## src/rtl/tdm_demux_4ch.sv

```systemverilog
// tdm_demux_4ch: one-to-four handshaked demultiplexer, explicit or TDM slot select.
// Optional per-channel beat counters enabled by defining TDM_DEMUX_BEAT_CNT_EN.
module tdm_demux_4ch #(
    parameter int WIDTH = 8
) (
    input  logic             clk,
    input  logic             rst_n,
    input  logic [WIDTH-1:0] in_data,
    input  logic             in_valid,
    output logic             in_ready,
    input  logic             s0,
    input  logic             s1,
    input  logic             auto_en,
    input  logic             sync,
    output logic [WIDTH-1:0] out_a,
    output logic [WIDTH-1:0] out_b,
    output logic [WIDTH-1:0] out_c,
    output logic [WIDTH-1:0] out_d,
    output logic [3:0]       out_valid,
    input  logic [3:0]       out_ready,
    output logic [1:0]       slot
`ifdef TDM_DEMUX_BEAT_CNT_EN
    ,
    output logic [7:0]       cnt_a,
    output logic [7:0]       cnt_b,
    output logic [7:0]       cnt_c,
    output logic [7:0]       cnt_d
`endif
);

    typedef enum logic [1:0] {
        S0 = 2'd0,
        S1 = 2'd1,
        S2 = 2'd2,
        S3 = 2'd3
    } slot_e;

    slot_e            r_slot;
    logic [WIDTH-1:0] r_data [4];
    logic [3:0]       r_valid;

    logic [1:0]       w_tgt;
    logic             w_acc;
    logic [3:0]       w_wr;

    // Target channel: frame sync pins TDM mode to slot 0 for this cycle.
    always_comb begin
        w_tgt = {s1, s0};
        if (auto_en) begin
            w_tgt = sync ? 2'd0 : r_slot;
        end
    end

    assign in_ready = ~r_valid[w_tgt] | out_ready[w_tgt];
    assign w_acc    = in_valid & in_ready;
    assign w_wr     = w_acc ? (4'b0001 << w_tgt) : 4'b0000;

    // Per-channel holding buffers; a fill wins over a drain so there is no bubble.
    always_ff @(posedge clk or negedge rst_n) begin
        if (!rst_n) begin
            for (int i = 0; i < 4; i++) begin
                r_data[i] <= '0;
            end
            r_valid <= 4'b0000;
        end else begin
            for (int i = 0; i < 4; i++) begin
                if (w_wr[i]) begin
                    r_data[i]  <= in_data;
                    r_valid[i] <= 1'b1;
                end else if (r_valid[i] && out_ready[i]) begin
                    r_valid[i] <= 1'b0;
                end
            end
        end
    end

    // Slot FSM: advances past the target on accept, sync alone rewinds to S0.
    always_ff @(posedge clk or negedge rst_n) begin
        if (!rst_n) begin
            r_slot <= S0;
        end else if (auto_en) begin
            if (w_acc) begin
                r_slot <= slot_e'(w_tgt + 2'd1);
            end else if (sync) begin
                r_slot <= S0;
            end
        end
    end

    assign out_a     = r_data[0];
    assign out_b     = r_data[1];
    assign out_c     = r_data[2];
    assign out_d     = r_data[3];
    assign out_valid = r_valid;
    assign slot      = r_slot;

`ifdef TDM_DEMUX_BEAT_CNT_EN
    logic [7:0] r_cnt [4];
    logic       w_frame;

    assign w_frame = auto_en & sync;

    // Saturating accepted-beat counters, restarted by a TDM frame sync.
    always_ff @(posedge clk or negedge rst_n) begin
        if (!rst_n) begin
            for (int i = 0; i < 4; i++) begin
                r_cnt[i] <= 8'd0;
            end
        end else begin
            for (int i = 0; i < 4; i++) begin
                if (w_wr[i]) begin
                    if (w_frame) begin
                        r_cnt[i] <= 8'd1;
                    end else if (r_cnt[i] != 8'hFF) begin
                        r_cnt[i] <= r_cnt[i] + 8'd1;
                    end
                end else if (w_frame) begin
                    r_cnt[i] <= 8'd0;
                end
            end
        end
    end

    assign cnt_a = r_cnt[0];
    assign cnt_b = r_cnt[1];
    assign cnt_c = r_cnt[2];
    assign cnt_d = r_cnt[3];
`endif

endmodule

```

## config.mk

```make
export PLATFORM = sky130hd
export DESIGN_NAME = tdm_demux_4ch
export DESIGN_NICKNAME = d
export VERILOG_FILES = /design/src/rtl/tdm_demux_4ch.sv
export SDC_FILE = /design/constraint.sdc
export NUM_CORES = 1
export LEC_CHECK = 0
export ABC_AREA = 1
export CAP_MARGIN = 40
export CORE_UTILIZATION = 49
export DETAILED_ROUTE_END_ITERATION = 7
export PLACE_DENSITY = 0.92
export SYNTH_ARGS = -nofsm -noshare
export SYNTH_HDL_FRONTEND = slang
export SYNTH_SLANG_ARGS = --single-unit
```

## constraint.sdc

```tcl
create_clock -name clk -period 3.25 [get_ports clk]
set_input_delay 0.65 -clock clk [delete_from_list [all_inputs] [get_ports clk]]
set_output_delay 0.65 -clock clk [all_outputs]
set_load 0.01 [all_outputs]
```

# Word level (Yosys, flattened, before mapping)
# Index checks and enable logic that the tools add are counted.
[totals]
ff_bits = 38
inputBits = 19
out_inout_bits = 39
wordCells = 39
[classes]
addsub = 1
n_lt_le_gt_ge = 1
shifts = 1
mux = 16
bitwise_logic = 3
n_reduce_logical = 8
[ops]
columns = ["operator", "count"]
rows = [
  ["two-way mux 1 bit", 10],
  ["nonzero test 2 bit", 4],
  ["two-way mux 2 bit", 3],
  ["binary-select mux 1 bit (select 2 bit)", 2],
  ["logical AND 1 bit", 4],
  ["two-way mux 4 bit", 1],
  ["<< shifter 1 x 2 -> 4 bit, first input constant", 1],
  ["< comparator 2 x 3 -> 1 bit, second input constant", 1],
  ["adder 2 x 1 -> 2 bit, second input constant", 1],
  ["bitwise AND 1 bit", 1],
  ["inverter 1 bit", 1],
  ["OR 1 bit", 1],
]

# Logic depth before layout (Yosys ltp)
# Gate-level depths: netlist of the first run.
[logic_depth]
word_depth = 9
depth_mapped = 10

# Worst setup path after synthesis of the first run
# OpenSTA, ideal clock, no wires.
[synth_timing]
path_type = "input to output"
from = "in sync"
to = "out in_ready"
t_arrival_ns = 1.286
t_required_ns = 2.600
path_slack_ns = 1.314
path_stages = 5
cell_sequence = "inv_1 > nand2_1 > o21ai_2 > nand3_2 > nand2_4"
[synth_between]
elab_chain_cells = 6
[synth_lines]
columns = ["item", "line_no", "text"]
rows = [
  ["from (decl)", "14", "input logic sync,"],
  ["two-way mux 2 bit (*)", "n/a", ""],
  ["two-way mux 2 bit (*)", "49", "if (auto_en) begin"],
  ["binary-select mux 1 bit (select 2 bit)", "54", "assign in_ready = ~r_valid[w_tgt] | out_ready[w_tgt];"],
  ["two-way mux 1 bit (not written as such)", "54", ""],
  ["inverter 1 bit", "54", ""],
  ["OR 1 bit (*)", "54", ""],
  ["to (decl)", "10", "output logic in_ready,"],
]
# Every way passes the cells marked *; elsewhere a longest branch is shown, timed or not. The select of a mux whose other input is x is not followed.

# Worst setup path in the final report of the first run
[layout_timing]
from = "in auto_en"
to = "out in_ready"
[layout_between]
elab_chain_cells = 5
[layout_lines]
columns = ["item", "line_no", "text"]
rows = [
  ["from (decl)", "13", "input logic auto_en,"],
  ["two-way mux 2 bit (*)", "49", ""],
  ["binary-select mux 1 bit (select 2 bit)", "54", ""],
  ["two-way mux 1 bit (not written as such)", "54", ""],
  ["inverter 1 bit", "54", ""],
  ["OR 1 bit (*)", "54", ""],
]
# Marks and branches as above.

==> impl_metrics.yaml, run 1 <==
timing:
  fin_crit_ps: 3080
  max_clock_freq_ghz: 0.325
  tightest_slew_ps: 792
  hold_viol_final: 0
  fin_worst_skew_ps: 8.13
  rsz0062_at_grt: "false"
  fin_crit_sh_pct: 94.8
  tns_ps: 0
  slew_headroom_pct: 47.2
  setup_viol: 0
  maxSlewViolCount: 0
setup_path:
  worst-setup-path-type: "input pin to output port"
  end_kind: "output port"
  crit_chain: "clkdlybuf4s50_1 > inv_2 > o21ai_2 > nand3_2 > nand2_4 > clkdlybuf4s50_1"
  crit_arrival_ps: 2430
  timing.rr.start: "slot[1]"
  max_stage_delay_ps: 560
  cpMaxStageDelayCell: "clkdlybuf4s50_1"
  crit_start: "auto_en"
  cp_common_cell: "clkdlybuf4s50_1"
  reg2reg_depth: 8
  path_max_fanout: 7
  r2r-end: "out_c[5]"
  cp.required_ps: 2600
  start_kind: "input pin"
  ff2ff_setup_slack_ps: 1670
synthesis:
  ys_seq_area_share_pct: 54.2
  netlist_area_sq_mm: 0.00175
  syn_inst: 177
  ys_seq_elements: 38
  synth_fp_nets: 200
  synth_warnings: 0
  syn_area_per_cell_sq_um: 9.90
  ys_types: 16
power:
  total_power_w: 0.00158
  powerDensity_mw_per_mm2: 665
  p_leak_nw: 1.12
  vdd_drop_max_v: 0.000458
global_route:
  grt_pass1_wl_mm: 5.74
  grt_usage_pct: 21.3
  grt_pass1_vias: 1293
  antenna_found_initial: 0
  grt_max_degree: 39
  grt.overflow.total: 0
place:
  place_hpwl_mm: 2.62
  port_buffers: 57
  routabilityCongestion: 0.865
  dp.cells: 276
cts:
  post-cts-setup-buffers: 0
  cts_hold_buf: 0
  cts_resized: 0
  clock_latency_ps: 340
  cts_made_buffers: 5
  cts_root_buf: "clkbuf_4"
  cts.path.max_buffers: 2
  htreeDepth: 2
  cts_sinks: 38
  clkTransAtPathRegs_ps: 110
  cts_tree: "built"
layout:
  layout-drive-gt1-share_pct: 14.8
  layout_common_cells: "clkdlybuf4s50_1 (56), nand2_1 (49), dfrtp_1 (38)"
  diodes: 0
  finalNonFillerCells: 283
  final_nets: 260
  area_growth_pct: 35.7
  final_common_cell: "clkdlybuf4s50_1"
drt:
  via_per_inst: 4.84
  met3_wirelength_microns: 282
  firstDrtPassIters: 4
  routed-wl-met2_mm: 1.70
  via_count: 1370
  drtIter0Drc: 36
  met1_length_mm: 1.53
  routed_wl_mm: 3.56
  drc: 0
  highest_layer: "met4"
  detail-route-antenna-nets: 0
  avgRoutedWirePerCell_microns: 12.6
min_path:
  hold_class: "input pin to async pin"
die:
  num_rows: 21
  start_util_pct: 51.7
  die_area_sq_mm: 0.00382
  die_h_microns: 61.8
  ios: 58
  coreArea_sq_mm: 0.00339
  die_x_microns: 61.8
job:
  max_cap_violations: 0
run_status:
  outcome: "completed"
## sequential cells by signal, indices dropped and copies added, names as in the netlist
register   flops
out_b          8
out_a          8
out_c          8
out_d          8
slot           2
out_valid      4
## worst max-delay path, delay by kind of cell
family                 cells  cell delay [ps]
and+or+nand+nor            2              290
buffers and inverters      3             1230
AOI/OAI and AO/OA          1              260
## cells by family (layout without fill, tap and decap cells)
kind of cell,count (synthesis),after routing,share of synthesized area (%)
compound gates,34,34,12.9
buf+inv,24,84,6.85
simple gates,77,77,23.1
fa+ha+maj,4,4,2.86
flops,38,38,54.2
## worst max path at each step
stage                           to  cells past startpoint
final                     in_ready                      6
after detailed placement  in_ready                      6
after global placement    in_ready                      6
after CTS                 in_ready                      6
after floorplan           in_ready                      5
after global routing      in_ready                      6
## area by class of cell
type / instances / area (sq um)
clock buffers: 5 / 37.5
clock inverters: 2 / 10.0
fillers: 269 / 1010
inverters: 20 / 75.1
multi-input cells: 115 / 682
flip-flops and latches: 38 / 951
well taps: 46 / 57.6
repair buffers: 57 / 566
## metal layers
metal | track usage [%] | up-vias
met5 | 0 | -
met2 | 37.0 | 50
met3 | 9.32 | 6
li1 | - | 687
met4 | 4.76 | 0
met1 | 24.5 | 627
## report_power, final
| group | internal (W) | switching, W |
|---|---|---|
| combinational | 0.000367 | 0.000284 |
| clock | 0.0000778 | 0.000148 |
| sequential | 0.000619 | 0.0000855 |
| total | 0.00106 | 0.000518 |
## synth_stat cells
library cell	instances	area [sq um]
a21oi_1	1	5.00
buf_6	4	45.0
dfrtp_1	38	951
ha_1	4	50.1
inv_1	19	71.3
inv_2	1	3.75
nand2_1	49	184
nand2_2	1	6.26
nand2_4	3	33.8
nand3_1	12	60.1
nand3_2	3	30.0
nand3_4	4	70.1
nor2_1	4	15.0
o21ai_1	18	90.1
o21ai_2	15	131
or2_1	1	6.26
## metrics by stage
| stage | hold WS, ps | util (%) | worst slack, ps | area (sq um) |
|---|---|---|---|---|
| after CTS | 409 | 70.2 | 162 | 2380 |
| after global placement | 465 | 68.8 | 215 | 2330 |
| after floorplan | 354 | - | 1310 | 1750 |
| after global routing | 445 | 70.2 | 57.5 | 2380 |
| final | 380 | 70.2 | 169 | 2380 |
| after detailed placement | 470 | 68.8 | 162 | 2330 |
(Power assumes the default switching activity.)
==> run 2, diff against run 1 <==
- ABC_AREA: 1 -> not set
- CORE_UTILIZATION: 49 -> 48
- PLACE_DENSITY: 0.92 -> 0.91
==> impl_metrics.yaml, run 2 <==
run_status:
  outcome: "completed"
synthesis:
  netlist_area_sq_mm: 0.00165
  synth_warnings: 0
  synth_fp_nets: 141
  ys_seq_area_share_pct: 57.5
  synth_flop_cell: "dfrtp_1"
  ys_seq_elements: 38
  synth-edff-count: 0
  synthArstFlopShare_pct: 100
  netlist.area_leader.share_pct: 57.5
  yosysTopAreaCell: "dfrtp_1"
  synth.most_common_cell: "dfrtp_1"
  syn_inst: 118
  syn_area_per_cell_sq_um: 14.0
  ys_types: 27
  netlist_top_cells_area: "dfrtp_1 (57%), mux2_2 (13%), mux2_1 (9.5%)"
  synth_commonest_cells: "dfrtp_1 (38), mux2_2 (19), mux2_1 (14), inv_1 (5), nand2_1 (5)"
timing:
  setup_viol: 0
  fin_crit_ps: 2850
  slew_headroom_pct: 46.7
  max_clock_freq_ghz: 0.351
  hold_viol_final: 0
  fin_ws_ps: 402
  rsz0062_at_grt: "false"
  fin_worst_skew_ps: 5.50
  maxSlewViolCount: 0
  tightest_slew_ps: 800
  tns_ps: 0
  fin_crit_sh_pct: 87.6
drt:
  drtIter0Drc: 36
  via_per_inst: 5.23
  via_count: 1202
  avgRoutedWirePerCell_microns: 15.9
  routed_wl_mm: 3.66
  firstDrtPassIters: 4
  drc: 0
  detail-route-antenna-nets: 0
die:
  coreArea_sq_mm: 0.00315
  num_rows: 20
  die_x_microns: 60.7
  start_util_pct: 52.5
  die_h_microns: 60.7
  ios: 58
  die_area_sq_mm: 0.00368
power:
  power.internal_w: 0.00116
  total_power_w: 0.00164
  p_leak_nw: 1.03
  vdd_drop_max_v: 0.000495
  powerDensity_mw_per_mm2: 696
  swShare_pct: 29.3
  switching_power_w: 0.000481
  clockPowerShare_pct: 14.4
  combPwrFrac_pct: 41.3
  pwr-share-seq_pct: 44.3
place:
  routabilityCongestion: 0.756
  place_hpwl_mm: 2.71
  postPlaceCellArea_sq_mm: 0.00230
  port_buffers: 57
  dp_slack_ps: -29.0
global_route:
  use_met2_pct: 39.1
  antenna_found_initial: 0
  grt.overflow.total: 0
  grtUsageMet1_pct: 25.0
  grt_max_degree: 39
  grt_usage_pct: 22.1
  top_usage_layer: "met2"
  met3_usage_pct: 6.61
  grt_pass1_vias: 1229
  grt_pass1_wl_mm: 5.68
layout:
  fin_util_pct: 74.8
  layout_common_cells: "clkdlybuf4s50_1 (54), dfrtp_1 (38), mux2_2 (19)"
  diodes: 0
  stdcell_area_sq_mm: 0.00236
  final_nets: 210
  layout-drive-gt1-share_pct: 20.4
  area_growth_pct: 42.5
  final_common_cell: "clkdlybuf4s50_1"
  nFillCells: 219
setup_path:
  worst-setup-path-type: "input pin to output port"
  path_max_fanout: 4
  start_kind: "input pin"
  cp.required_ps: 2600
  crit_start: "sync"
  timing.rr.start: "slot[0]"
  crit_arrival_ps: 2200
  end_kind: "output port"
  ff2ff_setup_slack_ps: 950
min_path:
  hold_class: "input pin to async pin"
cts:
  clkTransAtPathRegs_ps: 100
  htreeDepth: 2
  cts.path.max_buffers: 2
  cts_sinks: 38
  clock_latency_ps: 330
  cts_tree: "built"
  cts_root_buf: "clkbuf_4"
  cts_made_buffers: 5
job:
  max_cap_violations: 0
## run 2: cell types whose count changed after synthesis, sizes merged, moves of 2 or more
| cell | change |
|---|---|
| nor2b | +2 |
| nand2 | -48 |
| nand2b | +4 |
| inv | -14 |
| nand3 | -18 |
| o21ai | -29 |
| and3b | +2 |
| mux2 | +33 |
## run 2: worst paths after layout
kind / to / cells past startpoint
worst min-delay path: out_d[5] / 1
max in group asynchronous: out_b[2] / 1
worst max-delay path: in_ready / 6
worst min register to register: out_a[3] / 1
worst max register to register: out_a[0] / 8
min in group clk: out_a[3] / 1
## run 2: timing repair
item | in CTS | in global routing
hold buffers | 0 | 0
setup buffers | 0 | 1
pin swaps | 0 | 1
gates cloned | 0 | 0
resized for setup | 1 | 1
setup endpoints to repair | 1 | 1
hold endpoints to repair | 0 | 0
## run 2: layer usage
layer  wire, microns  vias to the layer above
li1                -                      550
met1            1460                      605
met2            1960                       43
met3             210                        4
met4              36                        0
met5               0                        -
## run 2: cell type report
| cell class | count | area [sq um] | share of cell area [%] |
|---|---|---|---|
| flip-flops and latches | 38 | 951 | 40.3 |
| inverters | 6 | 25.0 | 1.06 |
| repair buffers | 65 | 627 | 26.6 |
| multi-input cells | 71 | 648 | 27.5 |
| well taps | 44 | 55.1 | 2.34 |
| clock buffers | 6 | 51.3 | 2.18 |
## run 2: power groups by stage
stage               logic, W  clock network [W]  registers [W]
floorplan           0.000185                  0       0.000803
detailed placement  0.000682                  0       0.000738
global route        0.000720           0.000260       0.000749
CTS                 0.000686           0.000243       0.000730
global placement    0.000664                  0       0.000730
finish              0.000678           0.000236       0.000726
## run 2: metrics by stage
stage / cells / hold slack [ps]
detailed placement: 223 / 477
CTS: 229 / 399
finish: 230 / 395
floorplan: 118 / 354
global route: 230 / 451
global placement: 223 / 468
## run 2: logic make-up after synthesis
| group | synth area share (%) |
|---|---|
| compound gates | 4.92 |
| fa+ha+maj | 3.03 |
| buf+inv | 3.33 |
| flops | 57.5 |
| mux | 22.5 |
| simple gates | 8.77 |
## run 2: critical path, stage by stage
cell and delay, ps:
clkdlybuf4s50_1 450, nand3b_1 250, and4_1 240, o32a_1 390, inv_4 70, dlymetal6s2s_1 160
